--- src/rtl/vec_alu_pkg.sv ---
// Shared types and constants for the 4-lane vector ALU.
// The optional alpha-lane passthrough is enabled by defining VALU_ALPHA_EN.
package vec_alu_pkg;

  localparam int unsigned LANES     = 4;
  localparam int unsigned LANE_W    = 32;
  localparam int unsigned PIX_W     = 8;
  localparam int unsigned PIX_MAX   = 255;
  localparam int unsigned PROD_W    = 2 * PIX_W;
  localparam int unsigned VEC_W     = LANES * LANE_W;
  localparam int unsigned PIX_LANES = 3;

  // Vx control word layout: {k, M1, M2}
  localparam int unsigned VX_W      = 56;
  localparam int unsigned VX_K_LSB  = 48;
  localparam int unsigned VX_M1_LSB = 24;
  localparam int unsigned VX_M2_LSB = 0;

  typedef enum logic [2:0] {
    OP_ADD   = 3'b000,
    OP_VOPG  = 3'b001,
    OP_VOPA  = 3'b010,
    OP_SUB   = 3'b011,
    OP_AND   = 3'b100,
    OP_OR    = 3'b101,
    OP_XOR   = 3'b110,
    OP_PASSB = 3'b111
  } alu_op_e;

  // Clamp a 16-bit product to the pixel range
  function automatic logic [PIX_W-1:0] sat_pix(input logic [PROD_W-1:0] v);
    if (v > PROD_W'(PIX_MAX)) begin
      return PIX_W'(PIX_MAX);
    end
    return v[PIX_W-1:0];
  endfunction

endpackage

--- src/rtl/vec_alu_core_if.sv ---
// Operand/result bundle between the vector issue logic and vec_alu_core.
interface vec_alu_core_if;
  import vec_alu_pkg::*;

  logic                in_valid;
  logic                vc_sub;
  alu_op_e             alu_op;
  logic [VEC_W-1:0]    input_a;
  logic [VEC_W-1:0]    input_b;
  logic [VX_W-1:0]     vx;
  logic [VEC_W-1:0]    out;
  logic                out_valid;

  modport master (
    output in_valid, vc_sub, alu_op, input_a, input_b, vx,
    input  out, out_valid
  );

  modport slave (
    input  in_valid, vc_sub, alu_op, input_a, input_b, vx,
    output out, out_valid
  );

endinterface

--- src/rtl/vec_alu_pixel_lane.sv ---
// Combinational vopg/vopa datapath for one 8-bit colour lane.
module vec_alu_pixel_lane
  import vec_alu_pkg::*;
(
  input  logic [PIX_W-1:0] a_i,
  input  logic [PIX_W-1:0] b_i,
  input  logic [PIX_W-1:0] k_i,
  input  logic             m1_i,
  input  logic             m2_i,
  input  logic             vc_sub_i,
  input  alu_op_e          op_i,
  output logic [PIX_W-1:0] res_o_c
);

  logic [PROD_W-1:0] prod_ak;
  logic [PROD_W-1:0] prod_kd;
  logic [PIX_W-1:0]  a_div10;
  logic [PIX_W-1:0]  a_modk;
  logic [PIX_W-1:0]  vopg_res;
  logic [PIX_W-1:0]  vopa_res;

  // vopg: mask code {M1 bit, M2 bit} picks gain, decimated gain, modulo or zero
  always_comb begin
    prod_ak  = PROD_W'(a_i) * PROD_W'(k_i);
    a_div10  = a_i / PIX_W'(10);
    prod_kd  = PROD_W'(k_i) * PROD_W'(a_div10);
    a_modk   = (k_i == '0) ? a_i : (a_i % k_i);
    vopg_res = '0;
    case ({m1_i, m2_i})
      2'b11:   vopg_res = sat_pix(prod_ak);
      2'b01:   vopg_res = sat_pix(prod_kd);
      2'b10:   vopg_res = a_modk;
      default: vopg_res = '0;
    endcase
  end

  // vopa: min, or subtract clamped at zero
  always_comb begin
    vopa_res = '0;
    if (vc_sub_i) begin
      vopa_res = (a_i > b_i) ? (a_i - b_i) : '0;
    end else begin
      vopa_res = (a_i < b_i) ? a_i : b_i;
    end
  end

  always_comb begin
    res_o_c = '0;
    if (op_i == OP_VOPG) begin
      res_o_c = vopg_res;
    end else if (op_i == OP_VOPA) begin
      res_o_c = vopa_res;
    end
  end

endmodule

--- src/rtl/vec_alu_core.sv ---
// Registered 4-lane SIMD ALU: element-wise integer ops plus vopg/vopa pixel ops.
// Define VALU_ALPHA_EN to pass lane 3 of A through for pixel ops instead of zeroing it.
module vec_alu_core
  import vec_alu_pkg::*;
(
  input logic           clk,
  input logic           rst_n,
  vec_alu_core_if.slave bus
);

  logic [VEC_W-1:0] pix_vec;
  logic [VEC_W-1:0] out_d;
  logic [VEC_W-1:0] out_q;
  logic             out_valid_q;

  // Colour lanes 0..2 share k; each lane decodes bit 0 of its own mask bytes
  for (genvar l = 0; l < PIX_LANES; l++) begin : g_pix
    logic [PIX_W-1:0] lane_res;

    vec_alu_pixel_lane u_lane (
      .a_i      (bus.input_a[l*LANE_W +: PIX_W]),
      .b_i      (bus.input_b[l*LANE_W +: PIX_W]),
      .k_i      (bus.vx[VX_K_LSB +: PIX_W]),
      .m1_i     (bus.vx[VX_M1_LSB + l*PIX_W]),
      .m2_i     (bus.vx[VX_M2_LSB + l*PIX_W]),
      .vc_sub_i (bus.vc_sub),
      .op_i     (bus.alu_op),
      .res_o_c  (lane_res)
    );

    assign pix_vec[l*LANE_W +: LANE_W] = LANE_W'(lane_res);
  end

`ifdef VALU_ALPHA_EN
  assign pix_vec[PIX_LANES*LANE_W +: LANE_W] = bus.input_a[PIX_LANES*LANE_W +: LANE_W];
`else
  assign pix_vec[PIX_LANES*LANE_W +: LANE_W] = '0;
`endif

  // Result mux; add/sub are per lane so carries never cross lane boundaries
  always_comb begin
    out_d = '0;
    case (bus.alu_op)
      OP_ADD: begin
        for (int l = 0; l < LANES; l++) begin
          out_d[l*LANE_W +: LANE_W] = bus.input_a[l*LANE_W +: LANE_W]
                                    + bus.input_b[l*LANE_W +: LANE_W];
        end
      end
      OP_SUB: begin
        for (int l = 0; l < LANES; l++) begin
          out_d[l*LANE_W +: LANE_W] = bus.input_a[l*LANE_W +: LANE_W]
                                    - bus.input_b[l*LANE_W +: LANE_W];
        end
      end
      OP_VOPG,
      OP_VOPA:  out_d = pix_vec;
      OP_AND:   out_d = bus.input_a & bus.input_b;
      OP_OR:    out_d = bus.input_a | bus.input_b;
      OP_XOR:   out_d = bus.input_a ^ bus.input_b;
      OP_PASSB: out_d = bus.input_b;
      default:  out_d = '0;
    endcase
  end

  // Output register updates every cycle; valid just tracks in_valid
  always_ff @(posedge clk or negedge rst_n) begin
    if (!rst_n) begin
      out_q       <= '0;
      out_valid_q <= 1'b0;
    end else begin
      out_q       <= out_d;
      out_valid_q <= bus.in_valid;
    end
  end

  assign bus.out       = out_q;
  assign bus.out_valid = out_valid_q;

endmodule

--- src/flat_wrapper.sv ---
// flat-port wrapper written by rule: the top's interface ports become plain ports
module vec_alu_core_flat import vec_alu_pkg::*;
  (clk, rst_n, bus_in_valid, bus_vc_sub, bus_alu_op, bus_input_a, bus_input_b, bus_vx, bus_out, bus_out_valid);
  vec_alu_core_if bus_i ();
  input logic clk;
  input logic rst_n;
  input wire logic [$bits(bus_i.in_valid)-1:0] bus_in_valid;
  input wire logic [$bits(bus_i.vc_sub)-1:0] bus_vc_sub;
  input wire logic [$bits(bus_i.alu_op)-1:0] bus_alu_op;
  input wire logic [$bits(bus_i.input_a)-1:0] bus_input_a;
  input wire logic [$bits(bus_i.input_b)-1:0] bus_input_b;
  input wire logic [$bits(bus_i.vx)-1:0] bus_vx;
  output wire logic [$bits(bus_i.out)-1:0] bus_out;
  output wire logic [$bits(bus_i.out_valid)-1:0] bus_out_valid;
  assign bus_i.in_valid = bus_in_valid;
  assign bus_i.vc_sub = bus_vc_sub;
  assign bus_i.alu_op = bus_alu_op;
  assign bus_i.input_a = bus_input_a;
  assign bus_i.input_b = bus_input_b;
  assign bus_i.vx = bus_vx;
  assign bus_out = bus_i.out;
  assign bus_out_valid = bus_i.out_valid;
  vec_alu_core u_core (.clk(clk), .rst_n(rst_n), .bus(bus_i));
endmodule
--- config.mk ---
export PLATFORM = sky130hd
export DESIGN_NAME = vec_alu_core_flat
export DESIGN_NICKNAME = d
export VERILOG_FILES = /design/src/rtl/vec_alu_pkg.sv /design/src/rtl/vec_alu_core_if.sv /design/src/rtl/vec_alu_pixel_lane.sv /design/src/rtl/vec_alu_core.sv /design/src/flat_wrapper.sv
export SDC_FILE = /design/constraint.sdc
export NUM_CORES = 2
export LEC_CHECK = 0
export BUFFER_PORTS_ARGS = -buffer_cell sky130_fd_sc_hd__buf_2
export CAP_MARGIN = 20
export CORE_MARGIN = 2
export CORE_UTILIZATION = 35
export DETAILED_ROUTE_END_ITERATION = 16
export SLEW_MARGIN = 40
export SYNTH_ARGS = -nofsm -noshare
export SYNTH_HDL_FRONTEND = slang
export SYNTH_SLANG_ARGS = --single-unit
--- constraint.sdc ---
create_clock -name clk -period 0.8 [get_ports clk]
set_input_delay 0.24 -clock clk [delete_from_list [all_inputs] [get_ports clk]]
set_output_delay 0.24 -clock clk [all_outputs]
set_load 0.02 [all_outputs]
==> metrics <==
outcome=complete, but fails checks; failing checks=setup timing; Worst setup SP type=input pin; Worst Path Required=about 1.2 ns; Setup Viol. Count Final=between 200 and 300; CP dominant cell by count=buf_6; drt wl/cell=slightly above 20 microns; Die X-Extent=roughly 330 microns; Iter 0 DRT Violations=~3100; CTS Buffer Depth=2; footprint of the multi-input gates=around 36000 sq um; worst setup margin=-9.61 ns; clock sinks=between 100 and 150; Synth cell types=84; layout cell share with drive strength beyond 1=just over 40%; number of synthesized flops with an enable pin=0; Final Slew Violations=0; GRT Total Usage=between 20% and 30%; critical path endpoint category=register; fin nets=between 8000 and 9000; Post-Synthesis Cells=~5000; placed insts=around 8000; P&R area growth vs syn=59.4%; #FFs+latches synth=between 100 and 150; detailed placer's ending HPWL=around 130000 microns; Mapped Area=about 38000 sq um; final worst path period need=between 10 and 15 ns; async set-reset flop share out of synthesis=100%; CP max FO=8; Fill cells=between 9000 and 10000; Mapped Nets=a little over 6000; Final Hold Vio Count=0; initial antenna violation count=32; routability cong.=0.988; min-delay worst type=input pin to asynchronous set/reset pin; pwr/cell area=1410 nW/um^2; Die ar.=112000 sq um; row cnt=approximately 120; max incr delay on CP=between 0.5 and 0.6 ns; leakage=a little over 0.03 uW; vias in the first global route=approximately 45000; core area=approximately 110000 sq um; slowest CP cell=or4_4; CTS tree=yes; TritonCTS buffer count=17; first-pass GRT wire length=around 250000 microns; die height=335 microns; Post-synth top flop=dfrtp_1; Yosys warnings=0; Worst Tran Pin Value=around 0.9 ns; Routed Antenna Nets=0; WP data arrival=10.79 ns; IO Pins=about 450; total gr overflow=0; RSZ-0062 raised after global routing=true; f_max=between 90 and 100 MHz; Tcrit/Tclk final=1300%; drt total wl=about 170000 microns; register area=about 3200 sq um; sequential area share after synthesis=under 10%; clock-pin slew on the worst setup and hold paths=0.08 ns; vias=between 40000 and 50000; vias per cell=5.44; Crit Path Category=input pin to register; VDD IR max=approximately 2.0 mV; largest net degree at the start of global routing=between 60 and 70; Clk Tree Root Cell=clkbuf_16; Initial Utilization=a little over a third; Setup TNS Final=-510.55 ns; Finished Layout Cells=about 8300; MaxCap Viol Count=0; number of port buffers=about 410; Mean Syn Cell Area=a little under 8 sq um; drt first pass iters=6; H-tree depth=4; Max-slew headroom=39.2%; drt drc=0
registers in the layout (all words and copies together), names as in the netlist:
| signal | cells |
|---|---|
| u_core.bus.out | 128 |
| u_core.bus.out_valid | 1 |
placed cells by master (no fill, tap or decap), types with 50 or more instances in the layout:
cell,instances
o21a_1,60
buf_2,253
o21ai_0,231
inv_1,596
nor2_1,401
nand2b_1,64
ha_1,678
nand2_1,297
a21o_1,85
nor3_1,84
buf_6,274
a31oi_1,50
a21oi_1,272
buf_4,1526
nand3_1,56
xor2_1,57
o21ai_1,58
a21oi_2,87
fa_1,168
dfrtp_1,117
xnor2_1,210
where the power goes:
part           total, uW  internal, uW  switching (uW)
Clock               8770          4620            4150
Sequential          8540          7600             940
Combinational      68400         34200           34200
cells in the mapped netlist, types with 11 or more instances:
master,instances,area [sq um]
mux4_2,33,743
a31oi_1,70,438
o32a_1,22,220
or3_1,25,156
a21boi_0,12,90.1
nor2b_1,40,250
fa_1,175,3500
a21oi_1,377,1890
clkbuf_1,179,672
or2_2,12,75.1
ha_1,728,9110
nor4_1,28,175
a22o_1,12,105
nand3_1,73,365
nor3b_1,11,82.6
nand2b_1,68,425
nand4_1,28,175
xnor2_1,247,2160
o211ai_1,38,285
dfrtp_1,129,3230
o21bai_1,28,210
or4_1,13,97.6
o21a_1,64,480
a41oi_1,13,114
o221ai_1,17,149
o22ai_1,59,369
inv_1,615,2310
a211oi_1,58,435
clkinv_1,14,52.6
nand2_1,332,1250
nor3_1,109,546
xor2_1,70,613
o41ai_1,15,131
a21o_1,86,646
o21ai_0,345,1730
buf_1,30,113
a22oi_1,29,218
and2_1,41,257
a211o_1,21,184
nor2_1,433,1630
and3_1,16,100
mux2_2,50,563
o31ai_1,24,180
mux2i_1,41,410
per-stage QoR:
| step | cell area [sq um] | setup WS (ns) | total power (uW) | util (%) | hold slack [ns] |
|---|---|---|---|---|---|
| 3_5_place_dp | 53500 | -10.30 | 65800 | 49.2 | 0.0793 |
| 2_1_floorplan | 39600 | -9.82 | 41600 | - | -0.0556 |
| 5_1_grt | 61000 | -10.04 | 92200 | 56.1 | 0.137 |
| 4_1_cts | 58500 | -9.36 | 81000 | 53.9 | 0.119 |
| 3_3_place_gp | 53500 | -10.06 | 64800 | 49.2 | 0.0810 |
| 6_report | 61000 | -9.61 | 85700 | 56.1 | 0.131 |
logic make-up (layout without fill, tap and decap cells):
| family | after synthesis | in the layout | synth area share [%] |
|---|---|---|---|
| adder cells (fa/ha/maj) | 905 | 905 | 33.0 |
| multiplexers | 125 | 125 | 4.52 |
| flip-flops | 129 | 129 | 8.43 |
| other | 0 | 19 | 0 |
| AND/OR/NAND/NOR | 1257 | 1257 | 15.2 |
| buffers and inverters | 844 | 2778 | 8.32 |
| AO/OA/AOI/OAI | 1403 | 1403 | 23.2 |
| XOR/XNOR | 317 | 317 | 7.25 |
final timing paths:
kind / startpoint / end / slack (ns)
worst min-delay path: rst_n / u_core.bus.out[120] / 0.13
max in group asynchronous: rst_n / u_core.bus.out[65] / 0.17
min in group clk: bus_input_b[117] / u_core.bus.out[117] / 0.17
worst max-delay path: bus_vx[55] / u_core.bus.out[5] / -9.61
layer usage:
metal / global-route usage [%] / wire length, microns / vias to the layer above
met3: 4.45 / 11900 / 430
met2: 50.2 / 81000 / 1681
met1: 35.6 / 70300 / 21900
met4: 13.8 / 9060 / 22
met5: 0 / 137 / -
li1: - / - / 21300
cell type report:
cell class,count,share of cell area [%]
Multi-Input combinational cell,4007,58.7
Clock inverter,15,0.256
Timing Repair Buffer,2113,28.1
Clock buffer,17,0.697
Sequential cell,129,5.32
Inverter,633,3.96
Tap cell,1414,2.90
Antenna cell,19,0.0779
worst max-delay path, delay by kind of cell:
family          cells  cell delay, ns
simple gates       12            2.22
compound gates     25            4.23
buf+inv             7            0.92
mux                 4            1.10
fa+ha+maj           7            2.07
what timing repair did:
action,4_1_cts,5_1_grt
pin swaps,359,400
resized for setup,715,376
hold buffers,2,0
endpoints found under the hold margin,130,0
cloned,12,0
setup buffers,172,123
setup endpoints to repair,257,257
No activity file was read; power rests on OpenSTA's default activity.
